==> src/rtl/serial_adder.sv <==
// serial_adder: bit-serial N-bit adder built from one 1-bit full-adder cell with a registered carry.
// Ports: clk_i/rst_n_i clock and async active-low reset; start_i/a_i/b_i/ci_i load an operation;
//        busy_o while bits are added, done_o one-cycle result strobe, s_o/co_o result held until next start.
// Latency: N clocks from the accepting edge to done_o; throughput one result per N+1 clocks with start held.
// Backpressure: none; start_i is ignored while busy, and result registers hold until the next accepted start.
// Optional feature: define SERIAL_ADDER_OVF_EN to add ovf_o (two's-complement overflow, held with s_o).
module serial_adder #(
  parameter int N = 8
) (
  input  logic         clk_i,
  input  logic         rst_n_i,
  input  logic         start_i,
  input  logic [N-1:0] a_i,
  input  logic [N-1:0] b_i,
  input  logic         ci_i,
  output logic         busy_o,
  output logic         done_o,
  output logic [N-1:0] s_o,
  output logic         co_o
`ifdef SERIAL_ADDER_OVF_EN
  ,
  output logic         ovf_o
`endif
);

  localparam int CW = (N > 2) ? $clog2(N) : 1;
  localparam logic [CW-1:0] LAST = CW'(N - 1);

  typedef enum logic [1:0] {
    IDLE = 2'd0,
    RUN  = 2'd1,
    DONE = 2'd2
  } state_e;

  state_e        state_q, state_d;
  logic [N-1:0]  a_q, a_d;
  logic [N-1:0]  b_q, b_d;
  logic          c_q, c_d;
  logic [N-1:0]  sum_q, sum_d;
  logic [CW-1:0] cnt_q, cnt_d;
  logic [N-1:0]  s_q, s_d;
  logic          co_q, co_d;
  logic          sum_bit;
  logic          c_nxt;
`ifdef SERIAL_ADDER_OVF_EN
  logic          ovf_q, ovf_d;
`endif

  // The single full-adder cell, always looking at the current LSBs and carry.
  always_comb begin
    sum_bit = a_q[0] ^ b_q[0] ^ c_q;
    c_nxt   = (a_q[0] & b_q[0]) | (b_q[0] & c_q) | (a_q[0] & c_q);
  end

  always_comb begin
    state_d = state_q;
    a_d     = a_q;
    b_d     = b_q;
    c_d     = c_q;
    sum_d   = sum_q;
    cnt_d   = cnt_q;
    s_d     = s_q;
    co_d    = co_q;
`ifdef SERIAL_ADDER_OVF_EN
    ovf_d   = ovf_q;
`endif
    unique case (state_q)
      IDLE, DONE: begin
        if (start_i) begin
          a_d     = a_i;
          b_d     = b_i;
          c_d     = ci_i;
          cnt_d   = '0;
          state_d = RUN;
        end else if (state_q == DONE) begin
          state_d = IDLE;
        end
      end
      RUN: begin
        a_d   = a_q >> 1;
        b_d   = b_q >> 1;
        c_d   = c_nxt;
        sum_d = {sum_bit, sum_q[N-1:1]};
        cnt_d = cnt_q + CW'(1);
        if (cnt_q == LAST) begin
          // Publish only the completed word so s_o never shows partial sums.
          s_d     = {sum_bit, sum_q[N-1:1]};
          co_d    = c_nxt;
`ifdef SERIAL_ADDER_OVF_EN
          // Carry into the MSB differs from carry out of it exactly on signed overflow.
          ovf_d   = c_q ^ c_nxt;
`endif
          state_d = DONE;
        end
      end
      default: state_d = IDLE;
    endcase
  end

  always_ff @(posedge clk_i or negedge rst_n_i) begin
    if (!rst_n_i) begin
      state_q <= IDLE;
      a_q     <= '0;
      b_q     <= '0;
      c_q     <= 1'b0;
      sum_q   <= '0;
      cnt_q   <= '0;
      s_q     <= '0;
      co_q    <= 1'b0;
`ifdef SERIAL_ADDER_OVF_EN
      ovf_q   <= 1'b0;
`endif
    end else begin
      state_q <= state_d;
      a_q     <= a_d;
      b_q     <= b_d;
      c_q     <= c_d;
      sum_q   <= sum_d;
      cnt_q   <= cnt_d;
      s_q     <= s_d;
      co_q    <= co_d;
`ifdef SERIAL_ADDER_OVF_EN
      ovf_q   <= ovf_d;
`endif
    end
  end

  // Status outputs decode the state register directly; no input reaches an output combinationally.
  assign busy_o = (state_q == RUN);
  assign done_o = (state_q == DONE);
  assign s_o    = s_q;
  assign co_o   = co_q;
`ifdef SERIAL_ADDER_OVF_EN
  assign ovf_o  = ovf_q;
`endif

endmodule

==> config.mk <==
export PLATFORM = sky130hd
export DESIGN_NAME = serial_adder
export DESIGN_NICKNAME = d
export VERILOG_FILES = /design/src/rtl/serial_adder.sv
export SDC_FILE = /design/constraint.sdc
export NUM_CORES = 1
export LEC_CHECK = 0
export CORE_ASPECT_RATIO = 1.4
export CORE_MARGIN = 2
export CORE_UTILIZATION = 37
export CTS_CLUSTER_DIAMETER = 80
export DETAILED_ROUTE_END_ITERATION = 8
export PLACE_DENSITY = 0.7
export SLEW_MARGIN = 20
export SYNTH_ARGS = -nofsm -noshare
export SYNTH_HDL_FRONTEND = slang
export SYNTH_SLANG_ARGS = --single-unit
export TNS_END_PERCENT = 5
==> constraint.sdc <==
create_clock -name clk_i -period 3.51 [get_ports clk_i]
set_input_delay 0.351 -clock clk_i [delete_from_list [all_inputs] [get_ports clk_i]]
set_output_delay 0.351 -clock clk_i [all_outputs]
set_load 0.02 [all_outputs]
==> flow_summary.ini, run 1 <==
[outcome]
status = finished clean

[finish]
syn2layout_area_growth_pct = 23.4
fillers = 432
fin_cells = 245
fin_area_mm2 = 0.00220
drive_gt1_share_pct = 13.1
antenna_cells = 0
multi_input_area_um2 = 748
nNetsFinal = 205
ff_latch_area_um2 = 951

[clocking]
cts.sinks = 38
root_buffer = clkbuf_8
clockBufferDepth = 2
path_clk_slew_ns = 0.07
cts_tree = done
post_cts_resized = 0
cts_setup_buffers = 0
clock_latency_ns = 0.29
holdBufCountCts = 0
cts_buffers = 5
htree_levels = 2

[floorplan]
start_util_pct = 39.0
io_pins = 31
die-width_um = 62.7
dieArea_mm2 = 0.00539
dieHeight_um = 86.1
rows = 29
coreArea_mm2 = 0.00457

[timing]
tightest_slew_ns = 0.890
drv_slew = 0
setup-violations-final = 0
finClkSkew_ns = 0.00319
rsz0062_at_grt = no
slew_headroom_pct = 40.7
period_share_pct = 74.3
fmax_mhz = 383
fin_tns_setup_ns = 0
report.final.hold_viol_count = 0
fin_ws_ns = 0.902
period_minus_slack_ns = 2.61

[placement]
dp_cells = 237
place_ws_ns = 1.22
portBuffers = 30
place_area_mm2 = 0.00211
hpwl_mm = 2.05
routabilityCongestion = 0.678

[power]
finalPower_uw = 1870
power_density_mw_per_mm2 = 849
p_leak_uw = 0.000980
ir_worst_vdd_uv = 362

[worst_setup_path]
cp_max_fo = 29
critical-path-top-delay-family = flip-flops
cp.arrival_ns = 2.26
ff2ff_path_depth = 4
crit_required_ns = 3.16
end_kind = primary output
cp.depth = 3
path_cells = nand2b_4, clkinv_4, clkdlybuf4s50_1
cp_slowest_cell = dfrtp_1
max_stage_delay_ns = 0.93
start_kind = register
path_buf_inv = 2
r2r-start = state_q[0]$_DFFE_PN0P_
reg2reg_slack_ns = 1.63
r2r_end = s_o[5]$_DFFE_PN0P_
critPathKind = reg -> out

[yosys]
ys_ff_latch = 38
synth_cell_types = 25
syn_avg_cell_area_um2 = 11.6
ys_seq_area_share_pct = 53.4
yosys_warnings = 0
syn_nets = 176
syn_inst = 153
synth_area_mm2 = 0.00178

[routing]
drt-pass1-iter-count = 4
drcViolationCount = 0
vias = 1171
wl_per_cell_um = 12.3
viasPerCell = 4.78
wl_mm = 3.01
antenna_left = 0
drt_iter0_markers = 33

[grt]
track_usage_pct = 12.2
antenna_found_initial = 0
grt_pass1_wl_mm = 5.09
grt_pass1_vias = 1090
overflow = 0
grt_start_max_net_pins = 39

[hold_path]
min_path_type = in -> async

[run]
cap_violations = 0
-- synthesized netlist by cell type --
cell type  count  area share (%)
nand3_1        1            0.28
a21o_1         1            0.42
nand2_8        1             1.1
a211oi_1      10             4.2
nor2b_1       11             3.9
fa_1           1             1.1
clkbuf_1       1            0.21
ha_1           2             1.4
buf_6          1            0.63
mux2_4         9             7.6
mux2i_1       11             6.2
a21oi_1       15             4.2
buf_4          1            0.42
o21ai_0        2            0.56
nand2b_1       1            0.35
dfrtp_1       38              53
clkinv_4       1            0.49
buf_2          5             1.4
nand2_1       21             4.4
inv_1          7             1.5
o22ai_1        5             1.8
a22o_1         3             1.5
nand2b_4       1            0.77
nor2_2         1            0.35
mux2_2         3             1.9
-- report_power, final --
part           switching, uW  internal, uW
logic                    330           404
clock network            149           158
registers                183           642
-- cells in the final DEF, fill, tap and decap left out --
cell type,synthesis,layout
nand2_1,21,21
mux2_2,3,3
mux2_4,9,9
a211oi_1,10,10
clkbuf_1,1,1
dfrtp_1,38,38
inv_1,7,7
nand2b_1,1,1
mux2i_1,11,11
nand3_1,1,1
fa_1,1,1
nand2_8,1,1
nand2b_4,1,1
clkinv_4,1,1
o22ai_1,5,5
nor2b_1,11,11
clkinv_2,0,1
buf_2,5,1
a22o_1,3,3
a21oi_1,15,15
clkbuf_8,0,6
clkdlybuf4s50_1,0,29
nor2_2,1,1
ha_1,2,2
o21ai_0,2,2
a21o_1,1,1
-- cell families after synthesis --
group / share of synthesized area, %
compound gates: 12.6
fa+ha+maj: 2.53
buf+inv: 4.63
flops: 53.4
mux: 15.7
simple gates: 11.2
-- per-stage QoR --
| step | util [%] | hold WS (ns) |
|---|---|---|
| after global routing | 48.1 | 0.230 |
| after detailed placement | 46.1 | 0.469 |
| after global placement | 46.1 | 0.459 |
| after floorplan | - | 0.0554 |
| final | 48.1 | 0.158 |
| after CTS | 48.1 | 0.192 |
-- registers in the layout, summed over array words and instances (netlist names) --
signal and flops:
a_q 8, b_q 8, c_q 1, cnt_q 3
co_o 1, s_o 8, state_q 2, sum_q 7
-- layout make-up --
type,count,area share [%]
Sequential cell,38,43.3
Inverter,8,1.59
Multi-Input combinational cell,99,34.0
Clock inverter,1,0.228
Tap cell,62,3.53
Timing Repair Buffer,30,13.4
Clock buffer,7,3.93
-- worst max path at each step --
stage / from / slack [ns] / end
2_1_floorplan: state_q[1]$_DFFE_PN0P_ / 2.12 / done_o
3_3_place_gp: state_q[0]$_DFFE_PN0P_ / 1.24 / busy_o
3_5_place_dp: state_q[0]$_DFFE_PN0P_ / 1.22 / busy_o
4_1_cts: state_q[0]$_DFFE_PN0P_ / 0.90 / busy_o
5_1_grt: state_q[0]$_DFFE_PN0P_ / 0.77 / busy_o
6_report: state_q[0]$_DFFE_PN0P_ / 0.90 / busy_o
-- metal layers --
layer  GRT usage, %  vias to the layer above  wire length, um
met5              0                        -                0
met3           3.54                        7              131
met4           6.06                        0               62
met2           19.1                       32             1350
li1               -                      595                -
met1           15.4                      537             1460
Power figures use the tool's default switching activity.
==> run 2, diff against run 1 <==
Clock period 3.51 ns to 2.5 ns, I/O delays scaled along.
==> flow_summary.ini, run 2 (synthesized netlist as in run 1, its figures left out) <==
[placement]
hpwl_mm = 2.07
portBuffers = 30
routabilityCongestion = 0.730
dp_cells = 240

[worst_setup_path]
crit_required_ns = 2.25
path_cells = buf_4, nor2b_1, clkdlybuf4s50_1
cp.arrival_ns = 1.67
end_kind = primary output
cp_max_fo = 28
cp_slowest_cell = clkdlybuf4s50_1
max_stage_delay_ns = 0.61
start_kind = register
critPathKind = reg -> out

[timing]
tightest_slew_ns = 0.833
drv_slew = 0
slew_headroom_pct = 44.5
period_share_pct = 76.8
fin_tns_setup_ns = 0
report.final.hold_viol_count = 0
fmax_mhz = 521
finClkSkew_ns = 0.00278
period_minus_slack_ns = 1.92
setup-violations-final = 0
rsz0062_at_grt = no

[clocking]
clock_latency_ns = 0.28
cts.sinks = 38
cts_buffers = 5
path_clk_slew_ns = 0.07
holdBufCountCts = 0
cts_setup_buffers = 0
clockBufferDepth = 2
cts_tree = done
htree_levels = 2
root_buffer = clkbuf_8
post_cts_resized = 0

[power]
finalPower_uw = 2630
pwr-share-seq_pct = 41.6
power_density_mw_per_mm2 = 1180
p_int_uw = 1700
ir_worst_vdd_uv = 517
p_switching_uw = 923
power.share.clock_pct = 16.1
combinationalPowerShare_pct = 42.4
p_leak_uw = 0.000995
swShare_pct = 35.2

[routing]
wl_per_cell_um = 12.1
drcViolationCount = 0
drt-pass1-iter-count = 4
wl_mm = 3.01
viasPerCell = 4.76
vias = 1180
drt_iter0_markers = 55
antenna_left = 0

[run]
cap_violations = 0

[finish]
drive_gt1_share_pct = 14.5
nNetsFinal = 208
ff_latch_area_um2 = 951
antenna_cells = 0
syn2layout_area_growth_pct = 24.6
layout_commonest_cell = dfrtp_1
multi_input_area_um2 = 748
final_cell_mix = 38 x dfrtp_1, 29 x clkdlybuf4s50_1, 21 x nand2_1, 15 x a21oi_1
fillers = 439
fin_cells = 248

[floorplan]
dieArea_mm2 = 0.00539
io_pins = 31
die-width_um = 62.7
start_util_pct = 39.0
coreArea_mm2 = 0.00457
dieHeight_um = 86.1
rows = 29

[grt]
grt_pass1_wl_mm = 5.22
overflow = 0
grt_start_max_net_pins = 39
track_usage_pct = 12.3
grt_pass1_vias = 1122
antenna_found_initial = 0

[hold_path]
min_path_type = in -> async

[outcome]
status = finished clean
## run 2: final timing paths
kind | cells after the start | slack [ns] | end | startpoint
setup / recovery | 3 | 0.58 | done_o | state_q[0]$_DFFE_PN0P_
hold / removal | 1 | 0.06 | sum_q[1]$_DFFE_PN0P_ | rst_n_i
setup reg to reg | 4 | 1.08 | s_o[4]$_DFFE_PN0P_ | cnt_q[1]$_DFFE_PN0P_
hold reg to reg | 2 | 0.48 | sum_q[1]$_DFFE_PN0P_ | sum_q[1]$_DFFE_PN0P_
max in group asynchronous | 1 | 1.91 | b_q[4]$_DFFE_PN0P_ | rst_n_i
min in group clk_i | 2 | 0.48 | sum_q[1]$_DFFE_PN0P_ | sum_q[1]$_DFFE_PN0P_
## run 2: final cells by class
cell class                      instances  area share [%]
Multi-Input combinational cell         99            33.7
Sequential cell                        38            42.8
Tap cell                               62            3.49
Clock buffer                            7            3.89
Timing Repair Buffer                   33            14.3
Clock inverter                          1           0.225
Inverter                                8            1.58
## run 2: through the flow
| stage | hold WS [ns] | instance area (um^2) | setup slack, ns | utilization (%) |
|---|---|---|---|---|
| after detailed placement | 0.403 | 2130 | 0.896 | 46.6 |
| after floorplan | -0.0456 | 1780 | 1.16 | - |
| final | 0.0609 | 2220 | 0.579 | 48.6 |
| after CTS | 0.0873 | 2220 | 0.561 | 48.6 |
| after global placement | 0.402 | 2130 | 0.878 | 46.6 |
| after global routing | 0.137 | 2220 | 0.516 | 48.6 |
## run 2: power by group through the flow
stage / Combinational (uW) / Sequential [uW] / Clock [uW]
global route: 1240 / 1140 / 468
detailed placement: 1130 / 1110 / 0
finish: 1110 / 1090 / 422
floorplan: 753 / 1140 / 0
global placement: 1100 / 1100 / 0
CTS: 1130 / 1100 / 443
## run 2: metal layers
| metal | GRT usage, % | vias up | share of wire (%) |
|---|---|---|---|
| met2 | 20.2 | 31 | 48 |
| li1 | - | 595 | - |
| met3 | 3.54 | 5 | 4.3 |
| met4 | 4.85 | 0 | 1.8 |
| met5 | 0 | - | 0 |
| met1 | 15.2 | 549 | 46 |
## run 2: worst max-delay path, delay by kind of cell, from the launching register on
kind | cells | cell delay, ns
buffers and inverters | 2 | 0.84
DFF | 1 | 0.41
and+or+nand+nor | 1 | 0.14
